[src/rtl/iter_shifter.sv]
// iter_shifter: multi-cycle shifter with a run-time shift amount.
// Each accepted start loads the operand and then applies up to STEP bit
// positions per cycle in the latched mode (SLL, SRL, SRA, ROL) until the
// remaining amount reaches zero, at which point a one-cycle done pulse
// is raised. All outputs come straight from registers.
module iter_shifter #(
  parameter int WIDTH   = 32,
  parameter int SHAMT_W = 5,
  parameter int STEP    = 4
) (
  input  logic               i_clock,
  input  logic               i_reset,
  input  logic               i_start,
  input  logic [WIDTH-1:0]   i_a,
  input  logic [SHAMT_W-1:0] i_shamt,
  input  logic [1:0]         i_mode,
  output logic               o_busy,
  output logic               o_done,
  output logic [WIDTH-1:0]   o_result
);

  typedef enum logic {
    S_IDLE  = 1'b0,
    S_SHIFT = 1'b1
  } state_t;

  typedef enum logic [1:0] {
    M_SLL = 2'b00,
    M_SRL = 2'b01,
    M_SRA = 2'b10,
    M_ROL = 2'b11
  } mode_t;

  // Largest per-cycle step expressed in the shift-amount width.
  localparam logic [SHAMT_W-1:0] STEP_AMT = SHAMT_W'(STEP);

  state_t             r_state;
  state_t             r_state_next;
  logic [WIDTH-1:0]   r_result;
  logic [WIDTH-1:0]   r_result_next;
  logic [SHAMT_W-1:0] r_rem;
  logic [SHAMT_W-1:0] r_rem_next;
  mode_t              r_mode;
  mode_t              r_mode_next;
  logic               r_done;
  logic               r_done_next;

  logic [SHAMT_W-1:0] w_step;
  logic [SHAMT_W-1:0] w_rem_after;
  logic [WIDTH-1:0]   w_stage [0:SHAMT_W];

  // Amount applied this cycle: the remainder, capped at STEP.
  assign w_step      = (r_rem < STEP_AMT) ? r_rem : STEP_AMT;
  assign w_rem_after = r_rem - w_step;

  // Logarithmic barrel: stage gi moves the data by 2**gi when bit gi of
  // the step amount is set. Chaining per-stage SRA keeps the sign, and
  // chaining per-stage rotates yields the full rotate.
  assign w_stage[0] = r_result;

  generate
    for (genvar gi = 0; gi < SHAMT_W; gi++) begin : g_stage
      localparam int K = 1 << gi;
      logic [WIDTH-1:0] w_moved;

      // Shift the stage input by the constant K in the latched mode.
      always_comb begin
        w_moved = w_stage[gi];
        case (r_mode)
          M_SLL:   w_moved = w_stage[gi] << K;
          M_SRL:   w_moved = w_stage[gi] >> K;
          M_SRA:   w_moved = $signed(w_stage[gi]) >>> K;
          M_ROL:   w_moved = (w_stage[gi] << K) | (w_stage[gi] >> (WIDTH - K));
          default: w_moved = w_stage[gi];
        endcase
      end

      assign w_stage[gi+1] = w_step[gi] ? w_moved : w_stage[gi];
    end
  endgenerate

  // Next-state and next-register values; start is only honoured in IDLE.
  always_comb begin
    r_state_next  = r_state;
    r_result_next = r_result;
    r_rem_next    = r_rem;
    r_mode_next   = r_mode;
    r_done_next   = 1'b0;
    case (r_state)
      S_IDLE: begin
        if (i_start) begin
          r_result_next = i_a;
          r_mode_next   = mode_t'(i_mode);
          r_rem_next    = i_shamt;
          if (i_shamt == '0) begin
            r_done_next = 1'b1;
          end else begin
            r_state_next = S_SHIFT;
          end
        end
      end
      S_SHIFT: begin
        r_result_next = w_stage[SHAMT_W];
        r_rem_next    = w_rem_after;
        if (w_rem_after == '0) begin
          r_state_next = S_IDLE;
          r_done_next  = 1'b1;
        end
      end
      default: begin
        r_state_next = S_IDLE;
      end
    endcase
  end

  // State and datapath registers; reset abandons any operation in flight.
  always_ff @(posedge i_clock) begin
    if (i_reset) begin
      r_state  <= S_IDLE;
      r_result <= '0;
      r_rem    <= '0;
      r_mode   <= M_SLL;
      r_done   <= 1'b0;
    end else begin
      r_state  <= r_state_next;
      r_result <= r_result_next;
      r_rem    <= r_rem_next;
      r_mode   <= r_mode_next;
      r_done   <= r_done_next;
    end
  end

  assign o_busy   = (r_state == S_SHIFT);
  assign o_done   = r_done;
  assign o_result = r_result;

endmodule

[config.mk]
export PLATFORM = sky130hd
export DESIGN_NAME = iter_shifter
export DESIGN_NICKNAME = d
export VERILOG_FILES = /design/src/rtl/iter_shifter.sv
export SDC_FILE = /design/constraint.sdc
export NUM_CORES = 1
export LEC_CHECK = 0
export CORE_UTILIZATION = 40
export DETAILED_ROUTE_END_ITERATION = 8
export PLACE_DENSITY = 0.7
export REMOVE_ABC_BUFFERS = 1
export SLEW_MARGIN = 20
export SYNTH_ARGS = -nofsm -noshare
export SYNTH_HDL_FRONTEND = slang
export SYNTH_SLANG_ARGS = --single-unit
[constraint.sdc]
create_clock -name i_clock -period 3.6 [get_ports i_clock]
set_clock_uncertainty 0.1 [all_clocks]
set_input_delay 0.72 -clock i_clock [delete_from_list [all_inputs] [get_ports i_clock]]
set_output_delay 0.72 -clock i_clock [all_outputs]
set_load 0.02 [all_outputs]
==> results.rst <==
.. list-table::
   :header-rows: 1

   * - Metric
     - Value
   * - Result of the run
     - complete, no violations
   * - Vias after detailed routing
     - 5044
   * - Remaining global-route overflow
     - 0
   * - Clock tree from TritonCTS
     - done
   * - Cell taking the most area after synthesis
     - sky130_fd_sc_hd__dfxtp_1
   * - Worst flop-to-flop path startpoint
     - r_rem[0]$_SDFFE_PP0P_
   * - Top cell types by occurrence after synthesis
     - sky130_fd_sc_hd__nand2_1, sky130_fd_sc_hd__nor2_1, sky130_fd_sc_hd__dfxtp_1, sky130_fd_sc_hd__nand3_1, sky130_fd_sc_hd__a211oi_1
   * - Post-synth ARST share
     - 0%
   * - PwrDens
     - 362.7 nW/um^2
   * - Adder-cell share of the synthesized area
     - 0.2989%
   * - Multiplexer share of the synthesized area
     - 11.00%
   * - Number of synthesized flops with an enable pin
     - 0
   * - Number of clock sinks seen by CTS
     - 41
   * - Required @ worst endpoint
     - 3750 ps
   * - Xor and xnor area share after synthesis
     - 1.524%
   * - Via-per-instance ratio
     - 6.654
   * - Worst hold slack across all endpoints
     - 549.7 ps
   * - Largest cells by area after synthesis
     - sky130_fd_sc_hd__dfxtp_1, sky130_fd_sc_hd__mux2i_1, sky130_fd_sc_hd__nand2_1, sky130_fd_sc_hd__a211oi_1, sky130_fd_sc_hd__a311oi_1
   * - Final Hold Vio Count
     - 0
   * - Proportion of layout cells with a drive suffix above 1
     - 6.880%
   * - Synth warn
     - 0
   * - Fillers
     - 966
   * - Type of origin of the critical path
     - input pin
   * - Routability congestion estimate from global placement
     - 0.9676
   * - Hold buffer count at CTS
     - 0
   * - Number of max-cap violations
     - 0
   * - Cells on worst reg2reg path
     - 6
   * - Critical path class
     - input pin to register
   * - Die Span X
     - 104.3 um
   * - Area inside the core boundary
     - 9955 um^2
   * - Static leakage power
     - 1.681 nW
   * - Area delta synth->final
     - 19.81%
   * - Wire length of the first global-routing pass
     - 24070 um
   * - Min-delay src
     - o_result[19]$_SDFFE_PP0P_
   * - Number of instances in the synthesized netlist
     - 591
   * - RSZ-0062 raised after global routing
     - no
   * - Max layer used
     - met4
   * - Insertion delay to the later sink of the worst-skew pair
     - 300 ps
   * - Number of post-CTS setup repair buffers
     - 0
   * - Worst relative slew slack
     - 45.53%
   * - Max-slew violation count
     - 0
   * - Standard-cell row count
     - 36
   * - Detailed-router iteration count before antenna repair
     - 7
   * - Clock period minus final worst setup slack
     - 2775 ps
   * - Largest family of logic cells by synthesized area
     - compound AO/OA/AOI/OAI gates
   * - Critical Path, Cell by Cell
     - clkdlybuf4s50_1 -> nand2b_1 -> nor2_1 -> nand2_1 -> a211oi_1 -> a311o_1
   * - Detail-routed net length per standard cell
     - 19.81 um
   * - Count of antenna diodes in the layout
     - 0
   * - Area of the multi-input gates
     - 3034 um^2
   * - Fraction of the mapped netlist area in simple logic gates
     - 27.11%
   * - Final routed wirelength across all metal layers
     - 15020 um
   * - Largest stage delay on the critical path
     - 830 ps
   * - Cell with the most instances after synthesis
     - sky130_fd_sc_hd__nand2_1
   * - Finished Cell Area
     - 5016 um^2
   * - Area share of the largest cell type after synthesis
     - 19.61%
   * - Maximum frequency from static timing analysis
     - 360.3 MHz
   * - Critical Path Sink Type
     - register
   * - Final critical-path share of the clock period
     - 77.09%
   * - Post-synth cell types
     - 59
   * - Number of global-route vias before repair
     - 4516
   * - Chip Height
     - 104.3 um
   * - Number of levels in the clock H-tree
     - 2
   * - Final setup viols
     - 0
   * - Worst setup slack for register-to-register paths
     - 920 ps
   * - CTS Root Cell
     - sky130_fd_sc_hd__clkbuf_8
   * - Antenna violations before repair
     - 0
   * - Type of the tightest min-delay check
     - register to register
   * - Post-cts sizing count
     - 0
   * - Arrival time of data at the critical path endpoint
     - 2920 ps
   * - Worst Hold Path Cells
     - 2
   * - Area of the die
     - 10880 um^2
   * - Hold Path End
     - o_result[19]$_SDFFE_PP0P_
   * - Total CTS buffers
     - 5
   * - Boundary pin count
     - 76
   * - PortBufs
     - 75
   * - Most frequently used flop master after synthesis
     - sky130_fd_sc_hd__dfxtp_1
   * - Clock-pin slew reported for the worst setup and hold paths after clock tree synthesis
     - 90 ps
   * - Total standard cell area after synthesis
     - 4187 um^2
   * - Worst Path Max Fanout
     - 15
   * - Footprint of the flip-flops and latches
     - 820.8 um^2
   * - Mean post-synth cell area
     - 7.084 um^2
   * - Post-Route M1 WL
     - 6153 um
   * - Final ANT Viol Nets
     - 0
   * - Placed cell area
     - 4915 um^2
   * - IR Drop Worst-Case VDD
     - 182.0 uV
   * - Placed Cells incl. Taps
     - 750
   * - Non-filler cells, final
     - 758
   * - Initial Utilization
     - 42.06%
   * - Slowest stage cell, crit path
     - sky130_fd_sc_hd__clkdlybuf4s50_1
   * - Complex-gate fraction of the synthesized area
     - 32.46%
   * - Met2 wire length
     - 6577 um
   * - Met3 Wirelength
     - 1715 um
   * - DR DRC count
     - 0
   * - Number of storage elements in the synthesis netlist
     - 41
   * - Clock Tree Buf Depth
     - 2
   * - Share of the yosys chip area belonging to registers
     - 19.61%
   * - Total Routing Usage GR
     - 27.17%
   * - DRC violation total after the first TritonRoute iteration
     - 758
   * - Number of nets in the final layout
     - 667
   * - Reg2reg end
     - o_result[15]$_SDFFE_PP0P_
   * - HPWL Detailed
     - 10140 um
   * - Pin count of the biggest net entering global routing
     - 62
   * - Slew at the pin with the worst max-slew slack
     - 814.5 ps
[logic make-up after synthesis]
family / after synthesis
simple gates: 243
buf+inv: 69
flops: 41
fa+ha+maj: 1
compound gates: 191
xor+xnor: 3
other cells: 1
mux: 42
[stage by stage]
step / total power, mW / setup TNS, ps / worst slack, ps / util (%)
after floorplan: 1.103 / -3084 / -539.6 / -
after global placement: 1.440 / 0 / 749.5 / 49.37
after detailed placement: 1.442 / 0 / 558.0 / 49.37
after CTS: 1.796 / 0 / 861.8 / 50.39
after global routing: 1.908 / 0 / 639.6 / 50.39
final: 1.819 / 0 / 824.9 / 50.39
[worst max-delay path: cells and delay by family]
family | cells | cell delay, ps
compound gates | 2 | 400
buf+inv | 1 | 830
simple gates | 3 | 960
[worst max path at each step]
stage | end | startpoint | slack, ps
6_report | o_result[3]$_SDFFE_PP0P_ | i_reset | 820
2_1_floorplan | o_result[3]$_SDFFE_PP0P_ | r_rem[0]$_SDFFE_PP0P_ | -540
4_1_cts | o_result[3]$_SDFFE_PP0P_ | i_reset | 860
5_1_grt | o_result[11]$_SDFFE_PP0P_ | r_rem[0]$_SDFFE_PP0P_ | 640
3_3_place_gp | o_result[3]$_SDFFE_PP0P_ | i_reset | 750
3_5_place_dp | o_result[3]$_SDFFE_PP0P_ | i_reset | 560
[sequential cells by signal, summed over array words and instances (netlist names)]
| signal | flops |
|---|---|
| o_result | 32 |
| r_rem | 5 |
| r_mode | 2 |
| o_busy | 1 |
| o_done | 1 |
[cell usage in the layout (no fill, tap or decap), drive strengths merged, types with 5 or more instances in the layout]
cell type / count
nand2: 92
clkdlybuf4s50: 74
nor2: 58
nand3: 41
dfxtp: 41
a211oi: 38
mux2i: 37
a21oi: 28
a311oi: 26
a31oi: 25
o21ai: 19
nor2b: 19
buf: 17
o22ai: 13
o211ai: 8
nor3: 7
o221ai: 7
clkbuf: 7
o31ai: 6
and2: 5
[cell type report]
cell class	count	area share [%]
Inverter	4	0.2993
Multi-Input combinational cell	481	60.49
Clock inverter	1	0.09978
Clock buffer	7	1.921
Timing Repair Buffer	91	17.51
Tap cell	133	3.318
Sequential cell	41	16.36
[where the power goes]
| part | internal [mW] | switching, mW |
|---|---|---|
| sequential | 0.504 | 0.117 |
| clock | 0.174 | 0.188 |
| combinational | 0.353 | 0.483 |
[metal layers]
metal | GRT usage, % | up-vias
li1 | - | 2292
met1 | 38.00 | 2272
met2 | 41.25 | 405
met3 | 3.133 | 75
met4 | 12.76 | 0
met5 | 0 | -
(Power assumes the default switching activity.)
